### config.mk
export PLATFORM = sky130hd
export DESIGN_NAME = alu_serial_seq
export DESIGN_NICKNAME = d
export VERILOG_FILES = /design/src/rtl/alu_pkg.sv /design/src/rtl/alu_1bit.sv /design/src/rtl/alu_serial_seq.sv
export SDC_FILE = /design/constraint.sdc
export NUM_CORES = 1
export LEC_CHECK = 0
export BUFFER_PORTS_ARGS = -buffer_cell sky130_fd_sc_hd__buf_4
export CAP_MARGIN = 20
export CORE_AREA = 3 3 85 87
export CTS_BUF_LIST = sky130_fd_sc_hd__clkbuf_16
export DETAILED_ROUTE_END_ITERATION = 10
export DIE_AREA = 0 0 88 90
export HOLD_SLACK_MARGIN = 0.05
export PLACE_DENSITY = 0.73
export SYNTH_ARGS = -nofsm -noshare
export SYNTH_HDL_FRONTEND = slang
export SYNTH_SLANG_ARGS = --single-unit
### constraint.sdc
create_clock -name clk -period 3.35 [get_ports clk]
set_input_delay 0.67 -clock clk [delete_from_list [all_inputs] [get_ports clk]]
set_output_delay 0.67 -clock clk [all_outputs]
set_load 0.1 [all_outputs]
### src/rtl/alu_pkg.sv
// Shared definitions for the bit-serial ALU: command codes, slice op codes,
// sequencer states and the command-to-slice-control decode.
package alu_pkg;

    localparam logic [2:0] CMD_AND  = 3'd0;
    localparam logic [2:0] CMD_OR   = 3'd1;
    localparam logic [2:0] CMD_XOR  = 3'd2;
    localparam logic [2:0] CMD_ADD  = 3'd3;
    localparam logic [2:0] CMD_SUB  = 3'd4;
    localparam logic [2:0] CMD_NOR  = 3'd5;
    localparam logic [2:0] CMD_NAND = 3'd6;
    localparam logic [2:0] CMD_RSVD = 3'd7;

    localparam logic [2:0] OP_AND = 3'b000;
    localparam logic [2:0] OP_OR  = 3'b010;
    localparam logic [2:0] OP_XOR = 3'b110;
    localparam logic [2:0] OP_ADD = 3'b100;

    typedef enum logic [1:0] {
        ST_IDLE = 2'd0,
        ST_RUN  = 2'd1,
        ST_DONE = 2'd2
    } state_e;

    typedef struct packed {
        logic [2:0] op;
        logic       ainvert;
        logic       bnegate;
        logic       cin;
        logic       arith;     // carry/overflow flags are meaningful
        logic       zero_ops;  // reserved command: operands forced to 0
    } slice_ctrl_t;

    function automatic slice_ctrl_t decode_cmd(input logic [2:0] cmd);
        slice_ctrl_t c;
        c = '{op: OP_AND, ainvert: 1'b0, bnegate: 1'b0, cin: 1'b0,
              arith: 1'b0, zero_ops: 1'b0};
        case (cmd)
            CMD_AND:  c.op = OP_AND;
            CMD_OR:   c.op = OP_OR;
            CMD_XOR:  c.op = OP_XOR;
            CMD_ADD:  begin c.op = OP_ADD; c.arith = 1'b1; end
            CMD_SUB:  begin c.op = OP_ADD; c.bnegate = 1'b1; c.cin = 1'b1; c.arith = 1'b1; end
            CMD_NOR:  begin c.op = OP_AND; c.ainvert = 1'b1; c.bnegate = 1'b1; end
            CMD_NAND: begin c.op = OP_OR;  c.ainvert = 1'b1; c.bnegate = 1'b1; end
            default:  c.zero_ops = 1'b1;
        endcase
        return c;
    endfunction

endpackage

### src/rtl/alu_1bit.sv
// One-bit ALU slice with optional operand inversion; carry-out is always the
// full-adder carry of the (possibly inverted) operands.
module alu_1bit
    import alu_pkg::*;
(
    input  logic       a,
    input  logic       b,
    input  logic       cin,
    input  logic       ainvert,
    input  logic       bnegate,
    input  logic [2:0] op,
    output logic       result,
    output logic       cout
);

    logic aa;
    logic bb;

    assign aa   = a ^ ainvert;
    assign bb   = b ^ bnegate;
    assign cout = (aa & bb) | (aa & cin) | (bb & cin);

    always_comb begin
        case (op)
            OP_OR:   result = aa | bb;
            OP_XOR:  result = aa ^ bb;
            OP_ADD:  result = aa ^ bb ^ cin;
            default: result = aa & bb;
        endcase
    end

endmodule

### src/rtl/alu_serial_seq.sv
// Bit-serial W-bit execution unit: drives one alu_1bit slice LSB first for W
// cycles, then presents the result and flags through a valid/ready handshake.
module alu_serial_seq
    import alu_pkg::*;
#(
    parameter int W = 16
) (
    input  logic         clk,
    input  logic         rst_n,
    input  logic         in_valid,
    output logic         in_ready,
    input  logic [2:0]   cmd,
    input  logic [W-1:0] a,
    input  logic [W-1:0] b,
    output logic         out_valid,
    input  logic         out_ready,
    output logic [W-1:0] result,
    output logic         flag_z,
    output logic         flag_n,
    output logic         flag_c,
    output logic         flag_v
);

    localparam int CNT_W = $clog2(W);
    localparam logic [CNT_W-1:0] LAST_BIT = CNT_W'(W - 1);

    state_e           state_q, state_d;
    slice_ctrl_t      ctrl_q, ctrl_d;
    logic [W-1:0]     a_sh_q, a_sh_d;
    logic [W-1:0]     b_sh_q, b_sh_d;
    logic [W-2:0]     res_sh_q, res_sh_d;
    logic             carry_q, carry_d;
    logic [CNT_W-1:0] cnt_q, cnt_d;
    logic [W-1:0]     result_q, result_d;
    logic             flag_z_q, flag_z_d;
    logic             flag_n_q, flag_n_d;
    logic             flag_c_q, flag_c_d;
    logic             flag_v_q, flag_v_d;
    logic             out_valid_q, out_valid_d;

    logic             slice_res;
    logic             slice_cout;
    logic [W-1:0]     final_word;

    alu_1bit u_slice (
        .a       (a_sh_q[0]),
        .b       (b_sh_q[0]),
        .cin     (carry_q),
        .ainvert (ctrl_q.ainvert),
        .bnegate (ctrl_q.bnegate),
        .op      (ctrl_q.op),
        .result  (slice_res),
        .cout    (slice_cout)
    );

    // The last bit bypasses the shift register, so only W-1 bits are stored.
    assign final_word = {slice_res, res_sh_q};
    assign in_ready   = rst_n && (state_q == ST_IDLE);

    always_comb begin
        // NOTE: every *_d defaults to its flop so no path infers a latch.
        state_d     = state_q;
        ctrl_d      = ctrl_q;
        a_sh_d      = a_sh_q;
        b_sh_d      = b_sh_q;
        res_sh_d    = res_sh_q;
        carry_d     = carry_q;
        cnt_d       = cnt_q;
        result_d    = result_q;
        flag_z_d    = flag_z_q;
        flag_n_d    = flag_n_q;
        flag_c_d    = flag_c_q;
        flag_v_d    = flag_v_q;
        out_valid_d = out_valid_q;

        case (state_q)
            ST_IDLE: begin
                if (in_valid && in_ready) begin
                    ctrl_d  = decode_cmd(cmd);
                    a_sh_d  = ctrl_d.zero_ops ? '0 : a;
                    b_sh_d  = ctrl_d.zero_ops ? '0 : b;
                    carry_d = ctrl_d.cin;
                    cnt_d   = '0;
                    state_d = ST_RUN;
                end
            end
            ST_RUN: begin
                a_sh_d   = a_sh_q >> 1;
                b_sh_d   = b_sh_q >> 1;
                res_sh_d = final_word[W-1:1];
                carry_d  = slice_cout;
                cnt_d    = cnt_q + CNT_W'(1);
                if (cnt_q == LAST_BIT) begin
                    result_d    = final_word;
                    flag_z_d    = (final_word == '0);
                    flag_n_d    = slice_res;
                    flag_c_d    = ctrl_q.arith & slice_cout;
                    flag_v_d    = ctrl_q.arith & (carry_q ^ slice_cout);
                    out_valid_d = 1'b1;
                    state_d     = ST_DONE;
                end
            end
            ST_DONE: begin
                if (out_ready) begin
                    out_valid_d = 1'b0;
                    state_d     = ST_IDLE;
                end
            end
            default: state_d = ST_IDLE;
        endcase
    end

    // NOTE: sequential state uses non-blocking assignments only.
    always_ff @(posedge clk or negedge rst_n) begin
        if (!rst_n) begin
            state_q     <= ST_IDLE;
            ctrl_q      <= '0;
            a_sh_q      <= '0;
            b_sh_q      <= '0;
            res_sh_q    <= '0;
            carry_q     <= 1'b0;
            cnt_q       <= '0;
            result_q    <= '0;
            flag_z_q    <= 1'b0;
            flag_n_q    <= 1'b0;
            flag_c_q    <= 1'b0;
            flag_v_q    <= 1'b0;
            out_valid_q <= 1'b0;
        end else begin
            state_q     <= state_d;
            ctrl_q      <= ctrl_d;
            a_sh_q      <= a_sh_d;
            b_sh_q      <= b_sh_d;
            res_sh_q    <= res_sh_d;
            carry_q     <= carry_d;
            cnt_q       <= cnt_d;
            result_q    <= result_d;
            flag_z_q    <= flag_z_d;
            flag_n_q    <= flag_n_d;
            flag_c_q    <= flag_c_d;
            flag_v_q    <= flag_v_d;
            out_valid_q <= out_valid_d;
        end
    end

    assign out_valid = out_valid_q;
    assign result    = result_q;
    assign flag_z    = flag_z_q;
    assign flag_n    = flag_n_q;
    assign flag_c    = flag_c_q;
    assign flag_v    = flag_v_q;

endmodule
* Word level (Yosys, flattened, before mapping)
Index checks and enable logic that the tools add are counted.
** Cells by class
- $add $sub $neg :: 1
- Eq/ne operators :: 15
- Reduce and logical (&&, ||, !) cells :: 17
- Bitwise gates (word level) :: 13
- Multiplexer cells :: 26
** Operator list (number)
- 2-to-1 mux 16 bit :: 4
- one-hot mux 16 bit (2 select lines) :: 2
- zero test 16 bit :: 1
- == test 3 bit, second input constant :: 5
- 2-to-1 mux 1 bit :: 10
- == test 3 x 2 -> 1 bit, second input constant :: 3
- one-hot mux 3 bit (3 select lines) :: 1
- one-hot mux 4 bit (2 select lines) :: 1
- OR reduction 7 bit :: 1
- 2-to-1 mux 2 bit :: 3
- one-hot mux 2 bit (3 select lines) :: 1
- AND reduction 2 bit :: 3
- AND reduction 3 bit :: 2
- OR reduction 2 bit :: 3
- bitwise AND 1 bit :: 5
- XOR 1 bit :: 5
- adder 4 x 1 -> 4 bit, second input constant :: 1
- == test 4 bit, second input constant :: 1
- 2-to-1 mux 4 bit :: 1
- != test 2 bit, second input constant :: 2
- one-hot mux 1 bit (2 select lines) :: 2
- nonzero test 2 bit :: 2
- == test 3 x 1 -> 1 bit, second input constant :: 1
- zero test 3 bit :: 1
- 8 further kinds :: 11
** Word-level totals
- Word-level logic and storage cells :: 88
- Input port bits :: 39
- Bits in registers :: 81

* Depth between registers and ports, before layout
Gate-level depths: netlist (run 1).
- Word-level depth :: 8
- Depth in mapped cells :: 6
- Depth with buffers taken out :: 6

* Hierarchy
From an unflattened synthesis (run 1), not the netlist that was laid out.
** Unflattened totals
- Cells, all modules :: 310
- Area total of the unflattened synthesis :: 3519.6 um2
** Modules (own cells, without submodules)
- alu_serial_seq :: cells each 295, instances 1, area each 3403.3 um2
- alu_1bit :: cells each 15, instances 1, area each 116.4 um2

* Worst setup path after synthesis (run 1)
No wires, ideal clock.
- Kind :: input-to-output
- Start point :: input port rst_n
- End point :: output port in_ready
- Cell stages on the path :: 1
- Data arrival time :: 2.852 ns
- Data required time :: 2.680 ns
- Path slack :: -0.172 ns
- Cells stage by stage :: nor3b_1
** On the way
- Cells in the longest elaborated chain, start to end :: 1
** RTL lines
- start, declared :: RTL line alu_serial_seq.sv:9 : input logic rst_n,
- logical AND 1 bit :: RTL line alu_serial_seq.sv:58 : assign in_ready = rst_n && (state_q == ST_IDLE);
- end, declared :: RTL line alu_serial_seq.sv:11 : output logic in_ready,
No other way between the ends.

* Final worst setup path (run 1)
- Start point :: register ctrl_q[3] in the netlist's numbering
- End point :: register res_sh_q[14]
** On the way
- Cells in the longest elaborated chain, start to end :: 4
** RTL lines
- start, declared :: RTL line alu_serial_seq.sv:28 : slice_ctrl_t ctrl_q, ctrl_d;
- start signal, assigned :: RTL line alu_serial_seq.sv:131 : ctrl_q <= ctrl_d;
- XOR 1 bit (*) :: RTL line alu_1bit.sv:20 : assign bb = b ^ bnegate;
- XOR 1 bit :: RTL line alu_1bit.sv:26, alu_1bit.sv:27
- XOR 1 bit :: RTL line alu_1bit.sv:27 : OP_ADD: result = aa ^ bb ^ cin;
- one-hot mux 1 bit (3 select lines) (*) :: RTL line alu_1bit.sv:24 : case (op)
- end signal, assigned :: RTL line alu_serial_seq.sv:134 : res_sh_q <= res_sh_d;
- end, declared :: RTL line alu_serial_seq.sv:31 : logic [W-2:0] res_sh_q, res_sh_d;
Mark *: on every way between the ends. The rest lies on a longest branch, timed or not.
A chain may end at the register's enable or synchronous reset.

==> impl_metrics.csv, run 1 <==
group,metric,value,unit
pwr,pwr-share-comb,0.413,
floorplanning,die_x,88,um
run,cap_violations,0,
pwr,p_total,4610,uW
synthesis,syn-num-nets,343,
timing,rsz0062_at_grt,"false",
pwr,sw_frac_of_total,0.408,
timing,clock.fmax,480,MHz
min_path,whs_endpoint,"ctrl_q[7]",
synthesis,synth-seq-cells,79,
critical_path,reg2reg_from,"ctrl_q[3]",
clocking,cts_resized,0,
route,ant_nets,0,
clocking,cts_tree,"yes",
critical_path,startpoint_type,"flop",
clocking,cts-hold-fix-buffers,0,
floorplanning,die_area,0.00792,sq mm
pwr,clkPwrFrac,0.243,
timing,period_share,0.621,
critical_path,path_delay_family,"multiplexers",
critical_path,cp_slowest_cell,"fa_1",
clocking,clock_latency,0.33,ns
pwr,leakagePower,0.00231,uW
route,num_vias,2507,
final_layout,drive_above_1_share,0.293,
timing,setup_viol,0,
min_path,hp-class,"reg2reg",
pwr,ir_worst_vdd,635,uV
timing,period_minus_slack,2.08,ns
route,drc_errors,0,
route,drtPass1Iterations,5,
clocking,cts-root-buf,"clkbuf_16",
pwr,power_density,1060,mW/mm^2
critical_path,reg2reg_setup_slack,1.27,ns
timing,maxSlewViolCount,0,
synthesis,syn_inst,300,
critical_path,r2r_cells,6,
floorplanning,ios,61,
pwr,p_int,2730,uW
min_path,hp-start,"ctrl_q[7]",
critical_path,worst_ep_required_time,3.56,ns
global_routing,antenna_found_initial,0,
synthesis,yosys.cell_types.count,34,
critical_path,path_class,"reg2reg",
clocking,postCtsSetupBuffers,0,
timing,finalSetupTns,0,ns
placed_design,io_buffers,60,
global_routing,grt-ovfl-total,0,
route,wl_per_cell,17.1,um
global_routing,first_global_vias,2547,
route,drt_iter0_drc,182,
timing,fin_hold_ws,0.488,ns
critical_path,path_max_fanout,3,
timing,fin_skew,0.00863,ns
clocking,clkSlewWorstSetupHoldPaths,0.06,ns
timing,relSlewSlack,0.356,
floorplanning,die_h,90,um
status,status,"finished clean",
critical_path,worstReg2RegEnd,"res_sh_q[14]",
global_routing,grt_pass1_wl,12.6,mm
final_layout,antennaDiodeCount,0,
min_path,whs_path_depth,2,
placed_design,hpwl,4.62,mm
pwr,pwr-share-seq,0.344,
global_routing,grt_usage,0.203,
floorplanning,rows,29,
clocking,cts-buffers-inserted,9,
clocking,clock_path_buffers,2,
clocking,h-tree-depth,3,
synthesis,ys_seq_area_frac,0.558,
timing,hold_viol,0,
critical_path,endpoint_kind,"flop",
final_layout,area_growth,23.0,%
critical_path,crit_path_cell_trace,"xor2_1 > inv_1 > fa_1 > inv_1 > mux4_2 > mux2_2",
synthesis,synth_warnings,0,
final_layout,fin_area,0.00436,sq mm
pwr,power_switching,1880,uW
global_routing,grt_max_degree,80,
placed_design,dpl_cell_area,0.00401,sq mm
synthesis,synth.avg_cell_area,11.8,sq um
clocking,clkSinkCount,79,
final_layout,fin_util,0.678,
critical_path,critPathMaxStageDelay,0.48,ns
floorplanning,core,0.00642,sq mm
critical_path,crit_top_cell,"inv_1",
final_layout,fin_nets,396,
critical_path,critPathArrivalTime,2.29,ns
synthesis,synth_area,0.00354,sq mm
route,drt_wl_total,7.44,mm
timing,worst_pin_slew,0.966,ns
critical_path,path_buf_inv,2,
placed_design,finalWeightedCongestion,0.755,
floorplanning,initial_core_util,0.552,
route,vias_per_cell,5.76,
routing by layer:
metal | vias up | global-route usage | wire [um]
met4 | 0 | 0.0895 | 148
li1 | 1194 | - | -
met1 | 1235 | 0.295 | 3410
met3 | 14 | 0.0283 | 349
met2 | 64 | 0.300 | 3530
met5 | - | 0 | 0
cell type report:
class	count	area (sq um)
sequential	79	1980
fill	488	2070
multi-input combinational	189	1410
clock inverter	7	120
inverter	8	30.0
clock buffer	9	225
tap	77	96.3
timing repair buffer	66	495
sequential cells by signal, summed over array words and instances (netlist names):
name / cells
a_sh_q: 16
b_sh_q: 16
result: 16
res_sh_q: 15
ctrl_q: 5
cnt_q: 4
state_q: 2
carry_q: 1
flag_c: 1
flag_v: 1
flag_z: 1
out_valid: 1
cells in the mapped netlist, drive strengths merged:
library cell | n | area [sq um]
nand4 | 1 | 6.26
nor2b | 2 | 12.5
dfrtp | 79 | 1980
nor3b | 3 | 22.5
o21bai | 1 | 7.51
or2 | 1 | 8.76
mux2 | 17 | 251
inv | 8 | 30.0
a22o | 1 | 8.76
ha | 3 | 37.5
fa | 1 | 20.0
xor2 | 1 | 8.76
mux2i | 5 | 50.1
o22ai | 1 | 6.26
nand2b | 3 | 18.8
a32o | 2 | 20.0
nand2 | 57 | 214
a221o | 30 | 300
clkbuf | 9 | 33.8
nor3 | 1 | 5.00
a31oi | 1 | 12.5
and3 | 30 | 188
o31ai | 2 | 15.0
nand3 | 4 | 20.0
nand4bb | 1 | 27.5
xnor2 | 3 | 26.3
nor4 | 3 | 18.8
a21oi | 3 | 15.0
buf | 15 | 103
o21ai | 11 | 55.1
mux4 | 1 | 22.5
how the worst max path moves through the flow:
stage | startpoint | cells past startpoint | slack, ns | endpoint
after floorplan | rst_n | 1 | 0.82 | in_ready
after global placement | rst_n | 5 | 1.30 | b_sh_q[0]
after detailed placement | ctrl_q[3] | 6 | 1.27 | result[15]
after CTS | ctrl_q[3] | 6 | 1.26 | res_sh_q[14]
after global routing | ctrl_q[3] | 6 | 1.21 | res_sh_q[14]
final | ctrl_q[3] | 6 | 1.27 | res_sh_q[14]
power groups by stage:
stage | Sequential (uW) | Combinational, uW | Clock (uW)
finish | 1590 | 1900 | 1120
global route | 1630 | 2060 | 1180
CTS | 1580 | 1920 | 1130
detailed placement | 1590 | 1900 | 0
global placement | 1580 | 1850 | 0
floorplan | 2080 | 988 | 0
worst register-to-register path: stages, from the launching register on:
cell and delay (ns):
dfrtp_1 0.38, xor2_1 0.20, inv_1 0.11, fa_1 0.48, inv_1 0.03, mux4_2 0.48, mux2_2 0.28
cell usage in the layout (no fill, tap or decap), types with 4 or more instances in the layout:
cell type / n
a221o_1: 30
and3_1: 30
buf_4: 66
clkbuf_16: 9
dfrtp_1: 79
inv_1: 8
mux2_4: 16
mux2i_1: 5
nand2_1: 57
nand3_1: 4
o21ai_0: 11
kinds of logic after synthesis:
| logic type | count (synthesis) | share of synthesized area |
|---|---|---|
| and+or+nand+nor | 106 | 0.153 |
| buffers and inverters | 32 | 0.0470 |
| muxes | 23 | 0.0915 |
| AOI/OAI and AO/OA | 52 | 0.124 |
| DFF | 79 | 0.558 |
| adders and majority gates | 4 | 0.0163 |
| xor gates and xnor gates | 4 | 0.00989 |
per-stage QoR:
stage / worst slack, ns / instances
floorplan: 0.817 / 300
global placement: 1.30 / 419
finish: 1.27 / 435
detailed placement: 1.27 / 419
CTS: 1.26 / 435
global route: 1.21 / 435
No activity file was read; power rests on OpenSTA's default activity.
==> inputs of run 2 (changes only) <==
Settings changed: ABC_AREA set to 1, CORE_AREA 3 3 85 87 to 3 3 90 92, DIE_AREA 0 0 88 90 to 0 0 93 95, PLACE_DENSITY 0.73 to 0.71.
Clock period 3.35 ns to 1.65 ns, I/O delays scaled along.
==> run 2 against run 1 <==
  * Critical path type unchanged
  * Largest power group unchanged
  * Critical endpoint is now result[15]
  * Clock skew is 0.0028 ns lower
  * Via count is 25% higher
  * First-iteration DRC count is 36% lower
  * Count of clock-buffer cells in the layout stayed put
  * Highest routed layer unchanged
  * Synthesized area is 4.0% higher
  * Non-clock buffer count is 7 higher
==> impl_metrics.csv, run 2 <==
group,metric,value,unit
synthesis,ys_top_cells_by_count,"nand2_1, dfrtp_1, nand3_1, o21ai_0, inv_1",
synthesis,synthArstFlopShare,1.00,
final_layout,antennaDiodeCount,0,
pwr,power_switching,4770,uW
route,drtPass1Iterations,4,
placed_design,io_buffers,60,
global_routing,first_global_vias,2937,
synthesis,synth_warnings,0,
route,drc_errors,0,
clocking,cts_tree,"yes",
synthesis,yosys_most_used_dff,"dfrtp_1",
synthesis,ys_seq_area_frac,0.537,
route,wl_per_cell,12.2,um
run,cap_violations,0,
route,num_vias,3124,
critical_path,r2r_cells,7,
floorplanning,ios,61,
synthesis,synth_edf_count,0,
pwr,pwr-share-seq,0.324,
final_layout,fin_nets,570,
clocking,clkSinkCount,79,
critical_path,worst_ep_required_time,1.87,ns
synthesis,yosys.cell_types.count,26,
timing,clock.fmax,625,MHz
timing,fin_skew,0.00582,ns
placed_design,finalWeightedCongestion,0.775,
final_layout,drive_above_1_share,0.195,
floorplanning,die_h,95,um
timing,maxSlewViolCount,0,
route,ant_nets,0,
timing,fin_hold_ws,0.174,ns
critical_path,path_class,"reg2reg",
critical_path,setup.worst_path.end,"result[15]",
final_layout,layout_common_cells,"nand2_1, dfrtp_1, buf_4",
min_path,whs_path_depth,2,
floorplanning,die_x,93,um
critical_path,worstReg2RegEnd,"result[15]",
global_routing,grt-ovfl-total,0,
min_path,hp-class,"in2reg",
pwr,sw_frac_of_total,0.478,
synthesis,syn_inst,467,
route,drt_iter0_drc,116,
floorplanning,die_area,0.00884,sq mm
critical_path,reg2reg_from,"ctrl_q[4]",
floorplanning,core,0.00729,sq mm
pwr,leakagePower,0.00248,uW
final_layout,area_growth,24.3,%
synthesis,synth.area.top_cells,"dfrtp_1, nand2_1, nand3_1, o21ai_0, inv_1",
critical_path,startpoint_type,"flop",
critical_path,critPathLaunch,"ctrl_q[4]",
timing,relSlewSlack,0.350,
synthesis,yosysMostFrequentCell,"nand2_1",
global_routing,grt_pass1_wl,13.2,mm
pwr,power_density,2180,mW/mm^2
global_routing,antenna_found_initial,0,
synthesis,synth_area,0.00368,sq mm
route,drt_wl_total,7.72,mm
route,vias_per_cell,4.95,
critical_path,critPathArrivalTime,1.82,ns
pwr,clkPwrFrac,0.189,
critical_path,endpoint_kind,"flop",
clocking,cts-root-buf,"clkbuf_16",
global_routing,grt_max_degree,78,
pwr,ir_worst_vdd,739,uV
global_routing,grt_usage,0.190,
synthesis,synth_top_area_share,0.537,
clocking,clock_latency,0.34,ns
clocking,clkSlewWorstSetupHoldPaths,0.06,ns
floorplanning,rows,31,
timing,setup_viol,0,
clocking,h-tree-depth,3,
timing,worst_pin_slew,0.976,ns
pwr,p_int,5210,uW
floorplanning,initial_core_util,0.505,
timing,hold_viol,0,
synthesis,synth-seq-cells,79,
status,status,"finished clean",
clocking,cts-buffers-inserted,9,
synthesis,synth.avg_cell_area,7.89,sq um
timing,period_share,0.970,
synthesis,synth_top_area_cell,"dfrtp_1",
final_layout,n_fill_cell,651,
timing,period_minus_slack,1.60,ns
final_layout,final_common_cell,"nand2_1",
critical_path,reg2reg_setup_slack,0.05,ns
clocking,clock_path_buffers,2,
timing,finalSetupTns,0,ns
timing,rsz0062_at_grt,"true",
pwr,pwr-share-comb,0.486,
critical_path,path_max_fanout,2,
synthesis,syn-num-nets,510,
placed_design,hpwl,5.23,mm
-- run 2: layout make-up --
class | instances | area (sq um) | share of cell area
sequential | 79 | 1980 | 0.432
multi-input combinational | 338 | 1500 | 0.328
timing repair buffer | 73 | 588 | 0.128
clock buffer | 9 | 225 | 0.0492
tap | 99 | 124 | 0.0270
inverter | 26 | 103 | 0.0224
clock inverter | 7 | 60.1 | 0.0131
-- run 2: stage by stage --
stage	area, sq um	cells	util	power [uW]	setup slack (ns)
after floorplan	3700	467	-	6980	0.00450
after global placement	4230	612	0.580	7850	0.0309
after detailed placement	4230	612	0.580	8010	-0.0342
after CTS	4540	630	0.622	9980	0.00812
after global routing	4580	631	0.628	10700	-0.0307
final	4580	631	0.628	9990	0.0498
-- run 2: how the worst min path moves through the flow --
stage	from	endpoint
4_1_cts	out_ready	state_q[1]
3_5_place_dp	rst_n	out_valid
3_3_place_gp	rst_n	state_q[1]
2_1_floorplan	rst_n	a_sh_q[0]
6_report	out_ready	state_q[1]
5_1_grt	out_ready	state_q[1]
-- run 2: metal layers --
| layer | up-vias | routed length (um) | GRT usage |
|---|---|---|---|
| met4 | 0 | 87 | 0.0781 |
| met5 | - | 0 | 0 |
| met1 | 1455 | 3550 | 0.242 |
| li1 | 1583 | - | - |
| met2 | 80 | 3710 | 0.311 |
| met3 | 6 | 376 | 0.0462 |
-- run 2: logic make-up (layout without fill, tap and decap cells) --
logic type,count (synthesis),in the layout,synth area share
buf+inv,50,115,0.0659
flops,79,79,0.537
fa+ha+maj,4,4,0.0156
simple gates,288,288,0.313
compound gates,43,43,0.0615
xor+xnor,3,3,0.00713
-- run 2: worst max-delay path, stage by stage (launching register included) --
cell and delay (ns):
dfrtp_1 0.39, xor2_1 0.19, inv_1 0.10, fa_1 0.50, nand2_1 0.06, nand3_2 0.07
nand3_2 0.07, o21a_1 0.11
-- run 2: timing repair --
action,in CTS,in global routing
gates resized for setup,2,12
setup buffers,1,1
hold endpoints to repair,2,0
hold buffers,1,0
pin swaps,1,2
endpoints found under the setup margin,3,25
-- run 2: power groups by stage --
stage,Sequential [uW],Combinational (uW),Clock [uW]
final,3240,4860,1890
after global routing,3340,5380,2030
after CTS,3230,4810,1950
after detailed placement,3260,4750,0
after global placement,3220,4630,0
after floorplan,4470,2510,0
==> inputs of run 3 (changes only) <==
Settings changed: ABC_AREA 1 to 0, CORE_AREA 3 3 90 92 to 3 3 89 91, DIE_AREA 0 0 93 95 to 0 0 92 94, PLACE_DENSITY 0.71 to 0.7.
==> run 3 against run 2 <==
  * The flow now finishes with violations (setup timing)
  * Global-route usage fell by 0.42 points
  * Die area fell by 2.1%
  * Via count fell by 18%
  * Register-to-register slack got worse by 0.46 ns
  * Setup slack got worse by 0.46 ns
  * Critical path type unchanged
  * Clock power rose by 2%
  * Combinational power fell by 15%
  * Largest cell class unchanged
  * Sequential cell count did not move
  * Maximum frequency fell by 22%
==> impl_metrics.csv, run 3 (synthesis results as in run 1) <==
group,metric,value,unit
timing,worst_pin_slew,0.690,ns
placed_design,finalWeightedCongestion,0.748,
route,wl_met1,3.31,mm
critical_path,reg2reg_from,"b_sh_q[0]",
clocking,h-tree-depth,3,
timing,period_minus_slack,2.06,ns
global_routing,grt-ovfl-total,0,
final_layout,fin_nets,409,
status,status,"complete, but fails checks",
final_layout,fin_util,0.621,
timing,fin_hold_ws,0.0469,ns
critical_path,endpoint_kind,"flop",
run,cap_violations,0,
critical_path,crit_cells,6,
route,drtPass1Iterations,4,
route,wl_per_cell,15.7,um
pwr,pwr-share-comb,0.445,
timing,setup_viol,4,
clocking,cts_tree,"yes",
clocking,clkSinkCount,79,
global_routing,grt_pass1_wl,12.6,mm
pwr,ir_worst_vdd,864,uV
critical_path,worst_ep_required_time,1.87,ns
critical_path,path_buf_inv,2,
pwr,sw_frac_of_total,0.413,
clocking,clock_latency,0.34,ns
critical_path,startpoint_type,"flop",
placed_design,post-place-ws,-0.413,ns
route,highest-signal-layer,"met4",
clocking,cts-hold-fix-buffers,0,
critical_path,critPathLaunch,"b_sh_q[0]",
global_routing,antenna_found_initial,0,
final_layout,area_growth,26.6,%
route,vias_per_cell,5.46,
critical_path,crit_top_cell,"inv_1",
timing,period_share,1.25,
clocking,cts-root-buf,"clkbuf_16",
critical_path,path_max_fanout,3,
clocking,cts-buffers-inserted,9,
placed_design,io_buffers,60,
timing,timing.final.ws_setup,-0.410,ns
critical_path,critPathArrivalTime,2.28,ns
global_routing,grt_usage,0.185,
pwr,clkPwrFrac,0.209,
status,violations,"setup timing",
min_path,hp-class,"in2async",
floorplanning,initial_core_util,0.491,
floorplanning,die_h,94,um
critical_path,crit_path_cell_trace,"xor2_1 > inv_1 > fa_1 > inv_1 > mux4_2 > mux2_4",
pwr,leakagePower,0.00236,uW
global_routing,grt_max_degree,56,
route,ant_nets,0,
pwr,p_int,5430,uW
critical_path,cp_slowest_cell,"fa_1",
timing,hold_viol,0,
floorplanning,ios,61,
pwr,pwr-share-seq,0.346,
final_layout,final_common_cell,"dfrtp_1",
timing,rsz0062_at_grt,"true",
critical_path,r2r_cells,6,
route,wl_met3,438,um
critical_path,worstReg2RegEnd,"result[15]",
floorplanning,die_x,92,um
floorplanning,die_area,0.00865,sq mm
timing,finalSetupTns,-1.23,ns
timing,relSlewSlack,0.540,
final_layout,drive_above_1_share,0.315,
route,dr_wl_met2,3.54,mm
clocking,clkSlewWorstSetupHoldPaths,0.06,ns
critical_path,critPathMaxStageDelay,0.48,ns
critical_path,path_class,"reg2reg",
route,drt_iter0_drc,130,
timing,fin_skew,0.00515,ns
floorplanning,core,0.00721,sq mm
route,num_vias,2568,
global_routing,first_global_vias,2602,
timing,maxSlewViolCount,0,
final_layout,layout_common_cells,"dfrtp_1, buf_4, nand2_1",
timing,clock.fmax,485,MHz
pwr,power_density,2070,mW/mm^2
floorplanning,rows,31,
route,drc_errors,0,
route,drt_wl_total,7.39,mm
critical_path,reg2reg_setup_slack,-0.41,ns
pwr,power_switching,3830,uW
placed_design,hpwl,4.90,mm
final_layout,antennaDiodeCount,0,
critical_path,path_delay_family,"multiplexers",
clocking,clock_path_buffers,2,
==> run 3: area by class of cell <==
cell class	instances	area, sq um
clock buffers	9	225
well taps	99	124
fillers	605	2730
inverters	8	30.0
repair buffers	79	643
clock inverters	7	63.8
flip-flops and latches	79	1980
multi-input cells	189	1420
==> run 3: worst reg2reg max path: stages, from the launching register on <==
cell and delay [ns]:
dfrtp_1 0.38, xor2_1 0.19, inv_1 0.09, fa_1 0.48, inv_1 0.04, mux4_2 0.48, mux2_4 0.28
==> run 3: per-layer routing <==
| layer | GRT usage | vias to the layer above |
|---|---|---|
| met5 | 0 | - |
| met4 | 0.0594 | 0 |
| met3 | 0.0561 | 10 |
| met2 | 0.305 | 70 |
| met1 | 0.236 | 1275 |
| li1 | - | 1213 |
==> run 3: timing repair <==
item                                   CTS  global route
endpoints found under the hold margin    0             0
resized for setup                        3             1
setup endpoints to repair                4             5
buffers inserted                         1             0
==> run 3: power by group through the flow <==
stage	Combinational (uW)	Clock (uW)	Sequential, uW
floorplan	2010	0	4220
global placement	3970	0	3200
detailed placement	4080	0	3230
CTS	4150	1960	3210
global route	4490	2040	3310
finish	4120	1930	3210
==> run 3: per-stage QoR <==
step | total power [uW] | std cells | instance area, sq um
after CTS | 9320 | 470 | 4480
after global placement | 7180 | 453 | 4170
final | 9260 | 470 | 4480
after detailed placement | 7310 | 453 | 4170
after global routing | 9830 | 470 | 4480
after floorplan | 6230 | 300 | 3550
==> run 3: worst max-delay path by stage <==
stage	slack (ns)	end
3_3_place_gp	-0.35	result[15]
5_1_grt	-0.50	res_sh_q[14]
3_5_place_dp	-0.41	result[15]
2_1_floorplan	-0.33	result[15]
6_report	-0.41	result[15]
4_1_cts	-0.42	result[15]
